===== src/rtl/kiwi_waypoint_reporter.sv =====
// kiwi_waypoint_reporter
//   Assembles a byte-serial ASCII stream into packed waypoint strings and
//   owns the sticky abend syndrome register polled by the sim wrapper.
// Ports:
//   clk, reset          - clock, asynchronous active-low reset
//   wp_char_valid/ready - character handshake (ready only while collecting)
//   wp_char, wp_char_last
//                       - character and end-of-waypoint marker
//   abend_valid, abend_code
//                       - request to record an exit/abend code
//   KppWaypoint0/1      - newest / previous published waypoint, last char in [7:0]
//   hpr_abend_syndrome  - RUNNING_CODE until an abend is recorded
//   wp_count            - number of waypoints published (wraps)
//   wp_truncated        - KppWaypoint0 lost characters to overflow
module kiwi_waypoint_reporter #(
    parameter int          WP_CHARS     = 80,
    parameter logic [7:0]  RUNNING_CODE = 8'hFF
) (
    input  logic                    clk,
    input  logic                    reset,
    input  logic                    wp_char_valid,
    output logic                    wp_char_ready,
    input  logic [7:0]              wp_char,
    input  logic                    wp_char_last,
    input  logic                    abend_valid,
    input  logic [7:0]              abend_code,
    output logic [8*WP_CHARS-1:0]   KppWaypoint0,
    output logic [8*WP_CHARS-1:0]   KppWaypoint1,
    output logic [7:0]              hpr_abend_syndrome,
    output logic [15:0]             wp_count,
    output logic                    wp_truncated
);

    localparam int W  = 8 * WP_CHARS;
    localparam int LW = $clog2(WP_CHARS + 1);

    typedef enum logic [1:0] {
        PUBLISH = 2'd0,
        COLLECT = 2'd1,
        FROZEN  = 2'd2
    } state_t;

    state_t          state;
    logic [W-1:0]    assy;
    logic [LW-1:0]   len;
    logic            trunc_flag;

    logic            hs;
    logic            abend_hit;
    logic            publish;
    logic [W-1:0]    assy_n;
    logic [LW-1:0]   len_n;
    logic            trunc_n;

    // Ready is a pure decode of registered state: no input-to-output path.
    assign wp_char_ready = (state == COLLECT);

    always_comb begin
        hs        = wp_char_valid && (state == COLLECT);
        abend_hit = abend_valid && (hpr_abend_syndrome == RUNNING_CODE)
                    && (abend_code != RUNNING_CODE);
        assy_n    = assy;
        len_n     = len;
        trunc_n   = trunc_flag;
        // NUL is consumed as padding: accepted but never stored or counted.
        if (hs && (wp_char != 8'h00)) begin
            if (len < LW'(WP_CHARS)) begin
                assy_n = {assy[W-9:0], wp_char};
                len_n  = len + 1'b1;
            end else begin
                trunc_n = 1'b1;
            end
        end
        // The last character is folded in first, so a one-char message publishes.
        publish = hs && wp_char_last && (len_n != '0);
    end

    always_ff @(posedge clk or negedge reset) begin
        if (!reset) begin
            state              <= PUBLISH;
            assy               <= '0;
            len                <= '0;
            trunc_flag         <= 1'b0;
            KppWaypoint0       <= '0;
            KppWaypoint1       <= '0;
            hpr_abend_syndrome <= RUNNING_CODE;
            wp_count           <= '0;
            wp_truncated       <= 1'b0;
        end else begin
            if (publish) begin
                KppWaypoint1 <= KppWaypoint0;
                KppWaypoint0 <= assy_n;
                wp_truncated <= trunc_n;
                wp_count     <= wp_count + 16'd1;
            end

            // Any end-of-message or an abend drops whatever is being assembled.
            if (abend_hit || (hs && wp_char_last)) begin
                assy       <= '0;
                len        <= '0;
                trunc_flag <= 1'b0;
            end else begin
                assy       <= assy_n;
                len        <= len_n;
                trunc_flag <= trunc_n;
            end

            if (abend_hit)
                hpr_abend_syndrome <= abend_code;

            case (state)
                PUBLISH: state <= abend_hit ? FROZEN : COLLECT;
                COLLECT: begin
                    if (abend_hit)
                        state <= FROZEN;
                    else if (publish)
                        state <= PUBLISH;
                end
                FROZEN:  state <= FROZEN;
                default: state <= PUBLISH;
            endcase
        end
    end

endmodule


===== config.mk =====
export PLATFORM = sky130hd
export DESIGN_NAME = kiwi_waypoint_reporter
export DESIGN_NICKNAME = d
export VERILOG_FILES = /design/src/rtl/kiwi_waypoint_reporter.sv
export SDC_FILE = /design/constraint.sdc
export NUM_CORES = 2
export LEC_CHECK = 0
export ABC_CLOCK_PERIOD_IN_PS = 3700
export BUFFER_PORTS_ARGS = -buffer_cell sky130_fd_sc_hd__buf_2
export CORE_AREA = 2 2 517 519
export DETAILED_ROUTE_END_ITERATION = 6
export DIE_AREA = 0 0 519 521
export GPL_ROUTABILITY_DRIVEN = 0
export GPL_TIMING_DRIVEN = 1
export PLACE_DENSITY = 0.44
export SLEW_MARGIN = 40
export SYNTH_ARGS = -nofsm -noshare
export SYNTH_HDL_FRONTEND = slang
export SYNTH_SLANG_ARGS = --single-unit

===== constraint.sdc =====
create_clock -name clk -period 3.7 [get_ports clk]
set_input_delay 0.74 -clock clk [delete_from_list [all_inputs] [get_ports clk]]
set_output_delay 0.74 -clock clk [all_outputs]
set_load 0.03 [all_outputs]

After elaboration in Yosys (flattened, before gate mapping) --
Cells that the tools add are included.
Storage, ports and cells: flip-flop bits (word level) 1955, bits in latches 0, bits in writable memories 0, memory bits (read-only) 0, bits of input ports 21, logic and storage cells 40, memories 0
Cells by class: add/sub/neg operators 2, multiply operators 0, div/mod/pow operators 0, magnitude comparators 1, eq/ne operators 5, shifts and indexed selects 0, mux-type cells 13, bitwise operators 0, reduce and logical (&&, ||, !) cells 10
Operator list (number):
- 640-bit 2-to-1 mux | 3
- 7-bit 2-to-1 mux | 3
- 16-bit by 1-bit adder with 16-bit output (second input constant) | 1
- 8-bit equality test (second input constant) | 1
- 8-bit inequality test (second input constant) | 1
- 8-bit nonzero test | 1
- 7-bit by 1-bit adder with 7-bit output (second input constant) | 1
- 7-bit less-than comparator (second input constant) | 1
- 7-bit nonzero test | 1
- 1-bit logical AND | 6
- 2-bit 2-to-1 mux | 3
- 2-bit case mux with 3 select lines | 1
- 1-bit 2-to-1 mux | 3
- 3-bit by 1-bit inequality test with 1-bit output (second input constant) | 1
- 2-bit by 1-bit equality test with 1-bit output (second input constant) | 1
- 2-bit equality test (second input constant) | 1
- 2-bit zero test | 1
- 1-bit logical OR | 1

Depth between registers and ports, before layout --
depth after elaboration 9, mapped depth 12, mapped depth without buffers 8

Worst setup path before layout --
No wires, ideal clock.
path type input to register, start point input port wp_char[4], end point register KppWaypoint0[360], setup time 130 ps, data arrival time 2770 ps, data required time 3570 ps, path slack 800 ps, stages on the path 10, buffers on the path 4, cell sequence or4_1 o2111ai_1 buf_2 nor2_1 o31ai_2 a41o_1 buf_4 buf_2 clkbuf_1 o21ai_0
Between the ends: cells in the longest elaborated chain, start to end 5, elaborated cells on any way between the ends 6, classes of those cells mux (2); reduce/logical (4)
Ends and longest elaborated chain:
- start, declared | RTL line 23 | input logic [7:0] wp_char,
- 8-bit nonzero test (*) | RTL line 66 | if (hs && (wp_char != 8'h00)) begin
- 1-bit logical AND (*) | RTL line 66
- 7-bit 2-to-1 mux | RTL line 66
- 7-bit nonzero test | RTL line 75 | publish = hs && wp_char_last && (len_n != '0);
- 1-bit logical AND | RTL line 75
- end signal, assigned | RTL line 92 | KppWaypoint0 <= assy_n;
- end, declared | RTL line 27 | output logic [8*WP_CHARS-1:0] KppWaypoint0,
Mark *: on every way between the ends. The rest lies on a longest branch, timed or not. A chain may end at the register's enable or synchronous reset.

Worst setup path in the final report --
start point input port wp_char[4], end point register KppWaypoint0[7]
Same word-level chain as after synthesis.

==> summary.md <==
| Metric | Value |
|---|---|
| Status | `completed` |
| Area of the multi-input gates | `22400 sq um` |
| Detailed Routing Iterations Pass 1 | `5` |
| Inst Count DP | `roughly 12k` |
| Pint | `approximately 0.037 W` |
| Initial antenna violation count | `4` |
| Routed vias/inst | `about 4.5` |
| Worst Path Required | `4.42 ns` |
| H-tree depth | `4` |
| Metal3 WL | `around 19 mm` |
| Post-synth top area cell | `dfrtp_1` |
| Share of cells above drive strength 1 | `23.4%` |
| Number of global-route vias before repair | `approximately 54k` |
| Sw Share | `29.1%` |
| Chip height | `roughly 520 um` |
| Routed WL | `around 280 mm` |
| Power density cells | `557 nW/um^2` |
| Leak | `~53 nW` |
| Sequential share of power | `43.4%` |
| Worst slew pin tran | `0.774 ns` |
| Chip Width | `just over 500 um` |
| Final std cells w/o fill | `12.2k` |
| GRT overflow | `0` |
| Post-layout min period | `approximately 3.1 ns` |
| Worst Path Arrival | `approximately 3.8 ns` |
| First-pass GRT wire length | `~400 mm` |
| Sequential area share after synthesis | `about two thirds` |
| Reg clk slew, reported paths | `approximately 0.060 ns` |
| Sinks on Clock Net | `1955` |
| Hold Buf Count CTS | `9` |
| Starting density of the core | `around 28%` |
| Number of port buffers | `between 1k and 1.5k` |
| Placed Area | `roughly 86000 sq um` |
| Max-cap viol count | `0` |
| RSZ-0062 raised after global routing | `no` |
| CP endpoint kind | `flip-flop` |
| Setup Fix Bufs, Post-CTS | `0` |
| DRT antenna net count | `0` |
| Fill count | `27.0k` |
| Area contributors post-synth | `dfrtp_1, nand2_1, mux2i_1` |
| Final Cycle Share | `between 80 and 90%` |
| Tot Pwr | `around 0.052 W` |
| Mapped Nets | `~7.0k` |
| TritonCTS Buffers | `216` |
| CP most frequent cell | `buf_4` |
| Vias | `54.2k` |
| Metal2 WL | `~130 mm` |
| Setup crit start kind | `input port` |
| Uppermost routed layer | `met5` |
| Die area | `around 270000 sq um` |
| Synth top cells by count | `nand2_1, dfrtp_1, nor2_1` |
| Met1 Wirelength | `roughly 120 mm` |
| Synth Flop Type | `dfrtp_1` |
| Clock root buffer | `clkbuf_16` |
| Achievable Freq | `between 0.3 and 0.4 GHz` |
| Final Hold Vio Count | `0` |
| EDFF count, synth | `0` |
| Largest net degree at the start of global routing | `~110` |
| Area share of the largest cell type after synthesis | `approximately two thirds` |
| Crit-path cells | `buf_2 > or4_1 > buf_4 > o2111ai_4 > buf_4 > buf_12 > buf_4 > mux2i_2 > o21ai_0` |
| Cell area after layout | `around 94000 sq um` |
| CP max-delay cell | `or4_1` |
| CP peak stage delay | `slightly above 0.8 ns` |
| DRC violations left | `0` |
| Max Clock Skew | `0.124 ns` |
| Clk_lat worst skew | `~0.9 ns` |
| Hold WC Path Type | `input port to flip-flop` |
| Starting DRC count in detailed routing | `3293` |
| Psw | `0.0152 W` |
| Num rows | `~190` |
| Crit Path Max Fanout | `24` |
| Synthesized area | `73300 sq um` |
| Logic pwr share | `13.8%` |
| Syn Inst Count | `roughly 7k` |
| DR WL/cell | `22.7 um` |
| Unique masters post-synth | `32` |
| Ys Warns | `0` |
| GRT Overall Usage | `~20%` |
| Post-cts gate resize count | `0` |
| Crit Path Category | `input port to flip-flop` |
| P&R area growth vs syn | `28.1%` |
| Worst vdd ir | `about 0.00045 V` |
| Core area | `around 260000 sq um` |
| Fin util | `35.5%` |
| # setup viols final | `0` |
| IO Count | `roughly 1.3k` |
| Slew Limit Fails | `0` |
| Fin nets | `between 8k and 9k` |
| Reg area | `about 49000 sq um` |
| CTS tree | `done` |
| Synthesized area per cell | `roughly 10 sq um` |
| Post-detail-place hpwl | `about 210 mm` |
| Clock power share | `a little over two fifths` |
| #FFs+latches synth | `1955` |
| Count leader, synth | `nand2_1` |
| Async SR Flop Fraction | `100%` |
| Relative slew margins | `roughly 48%` |
| Max clock buf depth | `3` |
-- critical path, delay by kind of cell --
kind	cells	cell delay, ns
mux	1	0.60
compound gates	2	0.39
buf+inv	5	1.24
simple gates	1	0.81
-- flip-flops by register name, indices dropped and copies added (netlist names) --
name,count
assy,640
trunc_flag,1
wp_count,16
state,2
KppWaypoint0,640
KppWaypoint1,640
len,7
wp_truncated,1
hpr_abend_syndrome,8
-- stage by stage --
stage               setup WS (ns)  hold WS [ns]  TNS (ns)
global placement           -0.721         0.432    -16.90
global route                0.345         0.120         0
finish                      0.590         0.166         0
detailed placement         -0.389         0.448    -20.52
CTS                         0.582        0.0669         0
floorplan                   0.800         0.418         0
-- cells by family (layout without fill, tap and decap cells) --
| family | after synthesis | count (layout) | synth area share [%] |
|---|---|---|---|
| other cells | 0 | 3 | 0 |
| flops | 1955 | 1955 | 66.8 |
| buf+inv | 434 | 2061 | 2.75 |
| compound gates | 659 | 659 | 4.57 |
| mux | 641 | 641 | 8.75 |
| xor+xnor | 20 | 20 | 0.239 |
| simple gates | 3279 | 3279 | 16.9 |
| fa+ha+maj | 2 | 2 | 0.0341 |
-- power by group through the flow --
stage	sequential, W	clock, W	combinational, W
CTS	0.0227	0.0230	0.00735
floorplan	0.0238	0	0.00310
global placement	0.0231	0	0.00729
finish	0.0227	0.0224	0.00722
global route	0.0228	0.0239	0.00781
detailed placement	0.0231	0	0.00733
-- cell usage in the layout (no fill, tap or decap), drive strengths merged, types with 3 or more instances in the layout --
cell type,synthesis,layout
nand2,2593,2593
dfrtp,1947,1947
buf,307,1648
nor2,654,654
o21ai,644,644
mux2i,641,641
clkbuf,124,318
clkinv,0,57
xnor2,15,15
bufinv,0,14
nand4,9,9
dlygate4sd3,0,9
nor3,8,8
dfstp,8,8
inv,3,8
nand3,7,7
clkinvlp,0,7
xor2,5,5
o21a,5,5
diode,0,3
-- metal layers --
metal / GRT usage, % / vias up
met4: 6.50 / 2
met3: 5.55 / 323
li1: - / 25300
met2: 31.3 / 1413
met1: 26.8 / 27200
met5: 0 / -
-- area by class of cell --
cell class	count	area share (%)
Sequential cell	1955	52.1
Tap cell	3533	4.71
Timing Repair Buffer	1657	11.4
Inverter	3	0.0120
Clock buffer	318	6.75
Multi-Input combinational cell	4601	23.8
Antenna cell	3	0.00799
Clock inverter	83	1.20
-- final timing paths --
path / cells after the start / slack, ns / start / endpoint
setup reg to reg: 8 / 0.82 / len[4] / KppWaypoint0[31]
max in group asynchronous: 5 / 1.89 / reset / assy[421]
setup / recovery: 9 / 0.59 / wp_char[4] / KppWaypoint0[7]
hold / removal: 3 / 0.17 / wp_char[0] / assy[0]
min in group asynchronous: 2 / 0.35 / reset / KppWaypoint1[466]
hold reg to reg: 1 / 0.44 / state[0] / state[1]
No activity file was read; power rests on OpenSTA's default activity.
